### src/rtl/prpg_pkg.sv
`default_nettype none
// +--------------------------------------------------------------------+
// | prpg_pkg                                                           |
// | Shared state encoding, default feedback taps and LFSR/MISR helper. |
// | Rev 1.0                                                            |
// +--------------------------------------------------------------------+
package prpg_pkg;

  typedef enum logic [2:0] {
    ST_IDLE  = 3'd0,
    ST_SEED  = 3'd1,
    ST_RUN   = 3'd2,
    ST_CHECK = 3'd3,
    ST_DONE  = 3'd4
  } state_t;

  localparam logic [2:0] c_default_taps = 3'b110;

  // Callers zero-extend to 32 bits so one helper serves any WIDTH up to 32.
  function automatic logic lfsr_fb(input logic [31:0] q, input logic [31:0] mask);
    return ^(q & mask);
  endfunction

endpackage
`default_nettype wire

### src/rtl/prpg_misr.sv
`default_nettype none
// +--------------------------------------------------------------------+
// | prpg_misr                                                          |
// | Multiple-input signature register compacting unit responses.       |
// | Rev 1.0                                                            |
// +--------------------------------------------------------------------+
module prpg_misr
  import prpg_pkg::*;
#(
  parameter int              WIDTH = 3,
  parameter logic [WIDTH-1:0] TAPS = c_default_taps
) (
  input  logic             clk,
  input  logic             set,
  input  logic             clr,
  input  logic             en,
  input  logic [WIDTH-1:0] resp,
  output logic [WIDTH-1:0] sig
);

  logic [WIDTH-1:0] r_sig;

  always_ff @(posedge clk or posedge set) begin
    if (set) begin
      r_sig <= '0;
    end else if (clr) begin
      r_sig <= '0;
    end else if (en) begin
      r_sig <= {r_sig[WIDTH-2:0], lfsr_fb(32'(r_sig), 32'(TAPS))} ^ resp;
    end
  end

  assign sig = r_sig;

endmodule
`default_nettype wire

### src/rtl/prpg_bist_ctrl.sv
`default_nettype none
// +--------------------------------------------------------------------+
// | prpg_bist_ctrl                                                     |
// | BIST sequencer: seeds a PRPG, streams patterns, checks MISR sig.   |
// | Rev 1.0                                                            |
// +--------------------------------------------------------------------+
module prpg_bist_ctrl
  import prpg_pkg::*;
#(
  parameter int               WIDTH = 3,
  parameter logic [WIDTH-1:0] TAPS  = c_default_taps,
  parameter int               CNT_W = 8
) (
  input  logic             clk,
  input  logic             set,
  input  logic             start,
  input  logic             abort,
  input  logic [WIDTH-1:0] seed,
  input  logic [CNT_W-1:0] num_pat,
  input  logic [WIDTH-1:0] exp_sig,
  input  logic [WIDTH-1:0] resp,
  output logic [WIDTH-1:0] pat_out,
  output logic             pat_valid,
  output logic             busy,
  output logic             done,
  output logic             pass,
  output logic [WIDTH-1:0] signature
);

  state_t           r_state;
  logic [WIDTH-1:0] r_lfsr;
  logic [CNT_W-1:0] r_cnt;
  logic [WIDTH-1:0] r_exp;
  logic             r_done;
  logic             r_pass;
  logic [WIDTH-1:0] r_sig;

  logic [WIDTH-1:0] w_misr;
  logic             w_misr_clr;
  logic             w_misr_en;
  logic             w_run;

  assign w_run      = (r_state == ST_RUN);
  assign w_misr_clr = (r_state == ST_IDLE) && start;
  assign w_misr_en  = w_run && !abort;

  prpg_misr #(
    .WIDTH (WIDTH),
    .TAPS  (TAPS)
  ) u_misr (
    .clk  (clk),
    .set  (set),
    .clr  (w_misr_clr),
    .en   (w_misr_en),
    .resp (resp),
    .sig  (w_misr)
  );

  always_ff @(posedge clk or posedge set) begin
    if (set) begin
      r_state <= ST_IDLE;
      r_lfsr  <= '1;
      r_cnt   <= '0;
      r_exp   <= '0;
      r_done  <= 1'b0;
      r_pass  <= 1'b0;
      r_sig   <= '0;
    end else begin
      r_done <= 1'b0;
      case (r_state)
        ST_IDLE: begin
          if (start) begin
            // An all-zero seed would lock the LFSR, so substitute all-ones.
            r_lfsr  <= (seed == '0) ? '1 : seed;
            r_cnt   <= num_pat;
            r_exp   <= exp_sig;
            r_pass  <= 1'b0;
            r_sig   <= '0;
            r_state <= ST_SEED;
          end
        end
        ST_SEED: begin
          if (abort) begin
            r_state <= ST_IDLE;
          end else if (r_cnt != '0) begin
            r_state <= ST_RUN;
          end else begin
            r_state <= ST_CHECK;
          end
        end
        ST_RUN: begin
          if (abort) begin
            r_state <= ST_IDLE;
          end else begin
            r_lfsr <= {r_lfsr[WIDTH-2:0], lfsr_fb(32'(r_lfsr), 32'(TAPS))};
            r_cnt  <= r_cnt - CNT_W'(1);
            if (r_cnt == CNT_W'(1)) begin
              r_state <= ST_CHECK;
            end
          end
        end
        ST_CHECK: begin
          r_sig   <= w_misr;
          r_pass  <= (w_misr == r_exp);
          r_done  <= 1'b1;
          r_state <= ST_DONE;
        end
        ST_DONE: begin
          r_state <= ST_IDLE;
        end
        default: begin
          r_state <= ST_IDLE;
        end
      endcase
    end
  end

  assign pat_valid = w_run;
  assign pat_out   = w_run ? r_lfsr : '0;
  assign busy      = (r_state != ST_IDLE);
  assign done      = r_done;
  assign pass      = r_pass;
  assign signature = r_sig;

endmodule
`default_nettype wire

### config.mk
export PLATFORM = sky130hd
export DESIGN_NAME = prpg_bist_ctrl
export DESIGN_NICKNAME = d
export VERILOG_FILES = /design/src/rtl/prpg_pkg.sv /design/src/rtl/prpg_misr.sv /design/src/rtl/prpg_bist_ctrl.sv
export SDC_FILE = /design/constraint.sdc
export NUM_CORES = 1
export LEC_CHECK = 0
export CORE_ASPECT_RATIO = 0.75
export CORE_MARGIN = 4
export CORE_UTILIZATION = 40
export CTS_CLUSTER_DIAMETER = 50
export DETAILED_ROUTE_END_ITERATION = 6
export GPL_ROUTABILITY_DRIVEN = 1
export GPL_TIMING_DRIVEN = 0
export HOLD_SLACK_MARGIN = 0.05
export PLACE_DENSITY = 0.66
export SETUP_SLACK_MARGIN = 0.2
export SLEW_MARGIN = 25
export SYNTH_ARGS = -nofsm -noshare
export SYNTH_HDL_FRONTEND = slang
export SYNTH_HIERARCHICAL = 1
export SYNTH_SLANG_ARGS = --single-unit
export TNS_END_PERCENT = 10
### constraint.sdc
create_clock -name clk -period 1.8 [get_ports clk]
set_input_delay 0.18 -clock clk [delete_from_list [all_inputs] [get_ports clk]]
set_output_delay 0.18 -clock clk [all_outputs]
set_load 0.02 [all_outputs]
==> impl_metrics.csv, run 1 <==
group,metric,value,unit
place,dp_cells,208,
synthesis,synth_area,1360,um2
critical_path,critPathSlowestCell,"or3b_4",
timing,worst_slew_pin_slew,0.860,ns
critical_path,slowest_delay,0.42,ns
route,drc,0,
die,io_pins,31,
critical_path,arrival,1.59,ns
layout,fin_nets,202,
route,highest_layer,"met4",
critical_path,crit_type,"reg -> out",
layout,stdcell_count,217,
cts,path_clk_slew,0.08,ns
synthesis,syn_inst,138,
cts,clock_latency,0.27,ns
route,wl_met1,1.50,mm
route,antenna_left,0,
global_routing,antenna_found_initial,0,
synthesis,synth_xor_area_share,6.24,%
timing,relSlewSlack,42.6,%
die,die_w,75.4,um
synthesis,synth_nets,162,
cts,h-tree-depth,1,
synthesis,synth_warnings,6,
power,power.internal,1.74,mW
critical_path,start_kind,"register",
synthesis,postSynthAreaPerCell,9.87,um2
power,p_sw_share,40.4,%
route,dr_wl_met2,1.37,mm
timing,finalHoldViolCount,0,
synthesis,synthSimpleGateAreaFrac,17.6,%
cts,clk_path_buf_depth,2,
synthesis,synth_edf_count,0,
synthesis,synthAdderAreaFrac,2.75,%
outcome,status,"complete, no violations",
timing,skew,0.00334,ns
critical_path,path_cells,"buf_6 -> or3b_4 -> clkinv_4 -> buf_6 -> and2_4 -> buf_6",
place,globalplace.congestion,0.750,
synthesis,synth_top_family_by_area,"compound AO/OA/AOI/OAI gates",
place,dpl-instance-area,1720,um2
global_routing,grt_pass1_vias,1148,
layout,num_antenna_cells,0,
synthesis,synth_ff_type,"dfrtp_1",
global_routing,grt-ovfl-total,0,
cts,postCtsHoldBufs,0,
synthesis,synth-seq-cells,25,
die,start_util,41.4,%
timing,finalSetupViolCount,0,
global_routing,grt_max_degree,23,
timing,fmax,564,MHz
cts,cts-buffers-inserted,3,
timing,finalMaxSlewViolations,0,
critical_path,crit_fanout,7,
power,peakVddDrop,0.675,mV
cts,cts.sinks,25,
cts,root_buffer,"clkbuf_8",
power,p_leak,0.783,nW
global_routing,grt_pass1_wl,5.23,mm
synthesis,yosysSeqAreaShare,46.2,%
power,power.density,1570,nW/um2
die,die_height,58.5,um
layout,design_area,1860,um2
layout,layout-drive-gt1-share,21.5,%
layout,mostFrequentLayoutCells,"clkdlybuf4s50_1, dfrtp_1, nor2_1",
place,place.port_buffers,30,
power,clock_power_share,11.3,%
die,coreArea,3290,um2
synthesis,synthMuxAreaShare,3.21,%
die,rows,18,
synthesis,synthArstFlopShare,100,%
power,comb_power_share,52.7,%
route,wl_met3,139,um
cts,cts_tree,"yes",
die,die_area,4410,um2
timing,min_period,1.77,ns
route,viasPerCell,5.16,
route,first_iter_violations,57,
critical_path,endpoint_kind,"output port",
critical_path,worstPathRequired,1.62,ns
place,place_hpwl,2.18,mm
power,switchingPower,1.17,mW
layout,areaGrowthSynthToFinish,36.4,%
route,vias,1120,
timing,grt_setup_unrepaired,"true",
global_routing,grt.total_usage,15.4,%
critical_path,cpMostUsedCell,"buf_6",
min_path,hold_class,"in -> async",
layout,mostFrequentLayoutCell,"clkdlybuf4s50_1",
layout,fillers,283,
route,wl_per_cell,14.0,um
power,p_seq_share,36.1,%
synthesis,synth_cell_types,40,
flow_run,drv_cap,0,
timing,fin_crit_sh,98.5,%
route,first_pass_iters,4,
synthesis,synth_compound_area_share,19.5,%
route,totalWireLength,3.03,mm
[critical path: cells and delay by family, from the launching register on]
family | cells | cell delay, ns
flip-flops | 1 | 0.38
AND/OR/NAND/NOR | 2 | 0.56
buffers and inverters | 4 | 0.40
[final timing paths]
| path | startpoint | end | slack, ns | cells after the start |
|---|---|---|---|---|
| max in group asynchronous | set | r_state[1] | 0.78 | 2 |
| min in group clk | r_lfsr[0] | r_lfsr[0] | 0.47 | 2 |
| worst max register to register | r_state[0] | u_misr/sig[2] | 0.04 | 7 |
| worst max-delay path | r_state[0] | pat_out[0] | 0.03 | 6 |
| worst min register to register | r_lfsr[0] | r_lfsr[0] | 0.47 | 2 |
| worst min-delay path | set | u_misr/sig[2] | 0.12 | 2 |
[cells in the mapped netlist, types with 2 or more instances]
| library cell | instances | share of area [%] |
|---|---|---|
| nand3_1 | 3 | 1.1 |
| a211oi_1 | 2 | 1.1 |
| nor3_1 | 4 | 1.5 |
| xor2_1 | 3 | 1.9 |
| xnor2_1 | 4 | 2.6 |
| inv_1 | 4 | 1.1 |
| a21oi_1 | 5 | 1.8 |
| nor4_1 | 2 | 0.92 |
| ha_1 | 3 | 2.8 |
| or3_1 | 3 | 1.4 |
| o21ai_0 | 9 | 3.3 |
| nand2_1 | 9 | 2.5 |
| dfstp_2 | 3 | 5.8 |
| buf_6 | 2 | 1.7 |
| a22o_1 | 4 | 2.6 |
| mux2_2 | 3 | 2.5 |
| nand2b_1 | 3 | 1.4 |
| o21ai_1 | 8 | 2.9 |
| and2_1 | 4 | 1.8 |
| a22oi_1 | 2 | 1.1 |
| dfrtp_1 | 22 | 40 |
| nor2_1 | 16 | 4.4 |
| buf_2 | 3 | 1.1 |
[area by class of cell]
| type | count | area (um2) | area share (%) |
|---|---|---|---|
| buffer | 5 | 50.0 | 2.69 |
| inverter | 5 | 23.8 | 1.28 |
| tap | 40 | 50.0 | 2.69 |
| multi-input combinational | 103 | 721 | 38.8 |
| clock buffer | 4 | 45.0 | 2.42 |
| timing repair buffer | 35 | 338 | 18.2 |
| sequential | 25 | 631 | 33.9 |
[layer usage]
metal | up-vias | global-route usage, %
met4 | 0 | 4.49
met2 | 35 | 22.9
li1 | 569 | -
met3 | 2 | 3.24
met5 | - | 0
met1 | 514 | 22.5
[metrics by stage]
| step | worst slack (ns) | TNS [ns] | power (mW) | hold slack, ns | utilization (%) |
|---|---|---|---|---|---|
| after floorplan | 0.238 | 0 | 2.00 | -0.0664 | - |
| after global placement | -0.306 | -1.43 | 2.37 | 0.391 | 52.3 |
| after detailed placement | -0.310 | -1.38 | 2.41 | 0.417 | 52.3 |
| after CTS | 0.00970 | 0 | 2.84 | 0.115 | 55.4 |
| after global routing | -0.0239 | -0.104 | 3.16 | 0.135 | 56.5 |
| final | 0.0262 | 0 | 2.91 | 0.116 | 56.5 |
[power by group through the flow]
| stage | clock network [mW] | registers, mW | logic (mW) |
|---|---|---|---|
| 3_5_place_dp | 0 | 1.04 | 1.36 |
| 3_3_place_gp | 0 | 1.03 | 1.34 |
| 2_1_floorplan | 0 | 1.01 | 0.990 |
| 4_1_cts | 0.349 | 1.04 | 1.45 |
| 6_report | 0.328 | 1.05 | 1.53 |
| 5_1_grt | 0.370 | 1.08 | 1.70 |
[logic make-up after synthesis]
family                   count (synthesis)
AND/OR/NAND/NOR                         48
XOR/XNOR                                 8
AO/OA/AOI/OAI                           40
buffers and inverters                   10
flip-flops                              25
multiplexers                             4
adder cells (fa/ha/maj)                  3
[what timing repair did]
| item | in CTS | in global routing |
|---|---|---|
| endpoints found under the setup margin | 18 | 26 |
| gates cloned | 0 | 0 |
| pin swaps | 2 | 6 |
| resized for setup | 30 | 13 |
| setup buffers | 5 | 0 |
[sequential cells by signal (all words and copies together), names as in the netlist]
name        count
r_cnt           8
r_exp           3
r_lfsr          3
r_state         3
signature       3
u_misr/sig      3
done            1
pass            1
Note: power is estimated with default switching activity, not from simulation.
==> run 2: changes to the inputs <==
--- a/config.mk
+++ b/config.mk
@@ -15,6 +15,7 @@
 export HOLD_SLACK_MARGIN = 0.05
 export PLACE_DENSITY = 0.66
 export SETUP_SLACK_MARGIN = 0.2
+export SKIP_CTS_REPAIR_TIMING = 1
 export SLEW_MARGIN = 25
 export SYNTH_ARGS = -nofsm -noshare
 export SYNTH_HDL_FRONTEND = slang
==> run 2 against run 1 <==
Effect of this change:
- the run now ends with negative setup slack left
- die area unchanged
- first-iteration DRC count rose by 21%
- non-clock buffer count increased by 11
- hold slack gained 0.0013 ns
- global-route usage down 0.53 points
- sequential power barely moved
- utilization is 3.6 points higher
- sequential share of layout area shrank 2.0 points
- count of clock-buffer cells in the layout stayed put
- critical path type unchanged
==> impl_metrics.csv, run 2 (synthesis gave the netlist of run 1 again) <==
group,metric,value,unit
layout,areaGrowthSynthToFinish,45.1,%
die,io_pins,31,
timing,worst_slew_pin_slew,0.866,ns
layout,mostFrequentLayoutCells,"clkdlybuf4s50_1, dfrtp_1, buf_4",
layout,design_area,1980,um2
layout,largest_register_ffs,8,
timing,holdWs,0.117,ns
layout,mostFrequentLayoutCell,"clkdlybuf4s50_1",
power,peakVddDrop,0.700,mV
cts,root_buffer,"clkbuf_8",
timing,fin_crit_sh,101,%
global_routing,grt_pass1_wl,5.02,mm
outcome,status,"finished, violations left",
critical_path,start_kind,"register",
cts,cts_tree,"yes",
min_path,hold_class,"in -> async",
critical_path,slowest_delay,0.43,ns
global_routing,grt.total_usage,14.8,%
place,place_hpwl,2.18,mm
layout,num_antenna_cells,0,
critical_path,path_cells,"buf_6 -> or3b_4 -> clkinv_4 -> buf_6 -> and2_4 -> buf_6",
place,globalplace.congestion,0.750,
place,dpl-instance-area,1720,um2
cts,cts-buffers-inserted,3,
global_routing,grt_pass1_vias,1103,
power,p_leak,0.870,nW
route,antenna_left,0,
critical_path,worstPathRequired,1.62,ns
global_routing,grt-ovfl-total,0,
timing,min_period,1.82,ns
die,die_w,75.4,um
layout,fin_util,60.1,%
route,wl_per_cell,14.0,um
critical_path,critPathSlowestCell,"or3b_4",
cts,cts.sinks,25,
timing,skew,0.00526,ns
route,drc,0,
critical_path,crit_fanout,8,
layout,fillers,276,
cts,h-tree-depth,1,
route,first_pass_iters,4,
die,coreArea,3290,um2
flow_run,drv_cap,0,
timing,grt_setup_unrepaired,"true",
place,place.port_buffers,30,
route,first_iter_violations,69,
die,die_area,4410,um2
layout,regMostFlops,"r_cnt",
route,vias,1193,
critical_path,endpoint_kind,"output port",
route,totalWireLength,3.19,mm
timing,fmax,548,MHz
power,power.density,1590,nW/um2
critical_path,critPathBufInv,4,
die,rows,18,
layout,fin_nets,213,
timing,relSlewSlack,42.2,%
critical_path,arrival,1.64,ns
timing,finalHoldViolCount,0,
die,start_util,41.4,%
power,power,3.15,mW
die,die_height,58.5,um
timing,finalMaxSlewViolations,0,
timing,finalSetupViolCount,3,
route,viasPerCell,5.23,
critical_path,cpMostUsedCell,"buf_6",
outcome,violations,"negative setup slack",
critical_path,crit_family,"simple AND/OR/NAND/NOR gates",
cts,path_clk_slew,0.09,ns
cts,clock_latency,0.27,ns
global_routing,antenna_found_initial,0,
cts,clk_path_buf_depth,2,
layout,layout-drive-gt1-share,26.6,%
critical_path,crit_type,"reg -> out",
timing,setup_slack,-0.0237,ns
global_routing,grt_max_degree,23,
-- run 2: path summary, 6_finish.rpt --
check	from	to	slack [ns]	cells after the start
min in group clk	r_lfsr[0]	r_lfsr[0]	0.47	2
min	set	u_misr/sig[2]	0.12	2
max reg2reg	r_state[0]	u_misr/sig[2]	0.08	7
max in group asynchronous	set	r_state[1]	0.77	2
max	r_state[0]	pat_out[0]	-0.02	6
min reg2reg	r_lfsr[0]	r_lfsr[0]	0.47	2
-- run 2: area by class of cell --
class	count	area, um2	area share [%]
repair buffers	46	432	21.8
flip-flops and latches	25	631	31.9
clock buffers	4	45.0	2.28
multi-input cells	103	746	37.7
well taps	40	50.0	2.53
inverters	5	23.8	1.20
plain buffers	5	50.0	2.53
-- run 2: layer usage --
layer | vias up | global-route usage (%) | wire length [um]
met3 | 4 | 3.24 | 152
met1 | 563 | 21.9 | 1540
li1 | 591 | - | -
met2 | 35 | 21.8 | 1470
met5 | - | 0 | 0
met4 | 0 | 4.49 | 35
-- run 2: worst reg2reg max path, cell delays in order (launching register included) --
cell and delay, ns:
dfrtp_1 0.38, buf_6 0.12, or3b_4 0.43, buf_4 0.16, buf_6 0.14, nor2_4 0.13, nor2_1 0.06, a211oi_1 0.22
-- run 2: power by group --
part / total, mW / internal, mW / switching [mW]
registers: 1.05 / 0.815 / 0.236
clock network: 0.331 / 0.158 / 0.172
logic: 1.77 / 0.952 / 0.818
total: 3.15 / 1.92 / 1.23
-- run 2: through the flow --
stage / cells / setup WS (ns) / setup TNS (ns)
after floorplan: 138 / 0.238 / 0
after CTS: 212 / -0.623 / -2.40
after detailed placement: 208 / -0.310 / -1.38
after global routing: 228 / -0.0647 / -0.255
after global placement: 208 / -0.306 / -1.43
final: 228 / -0.0237 / -0.0554
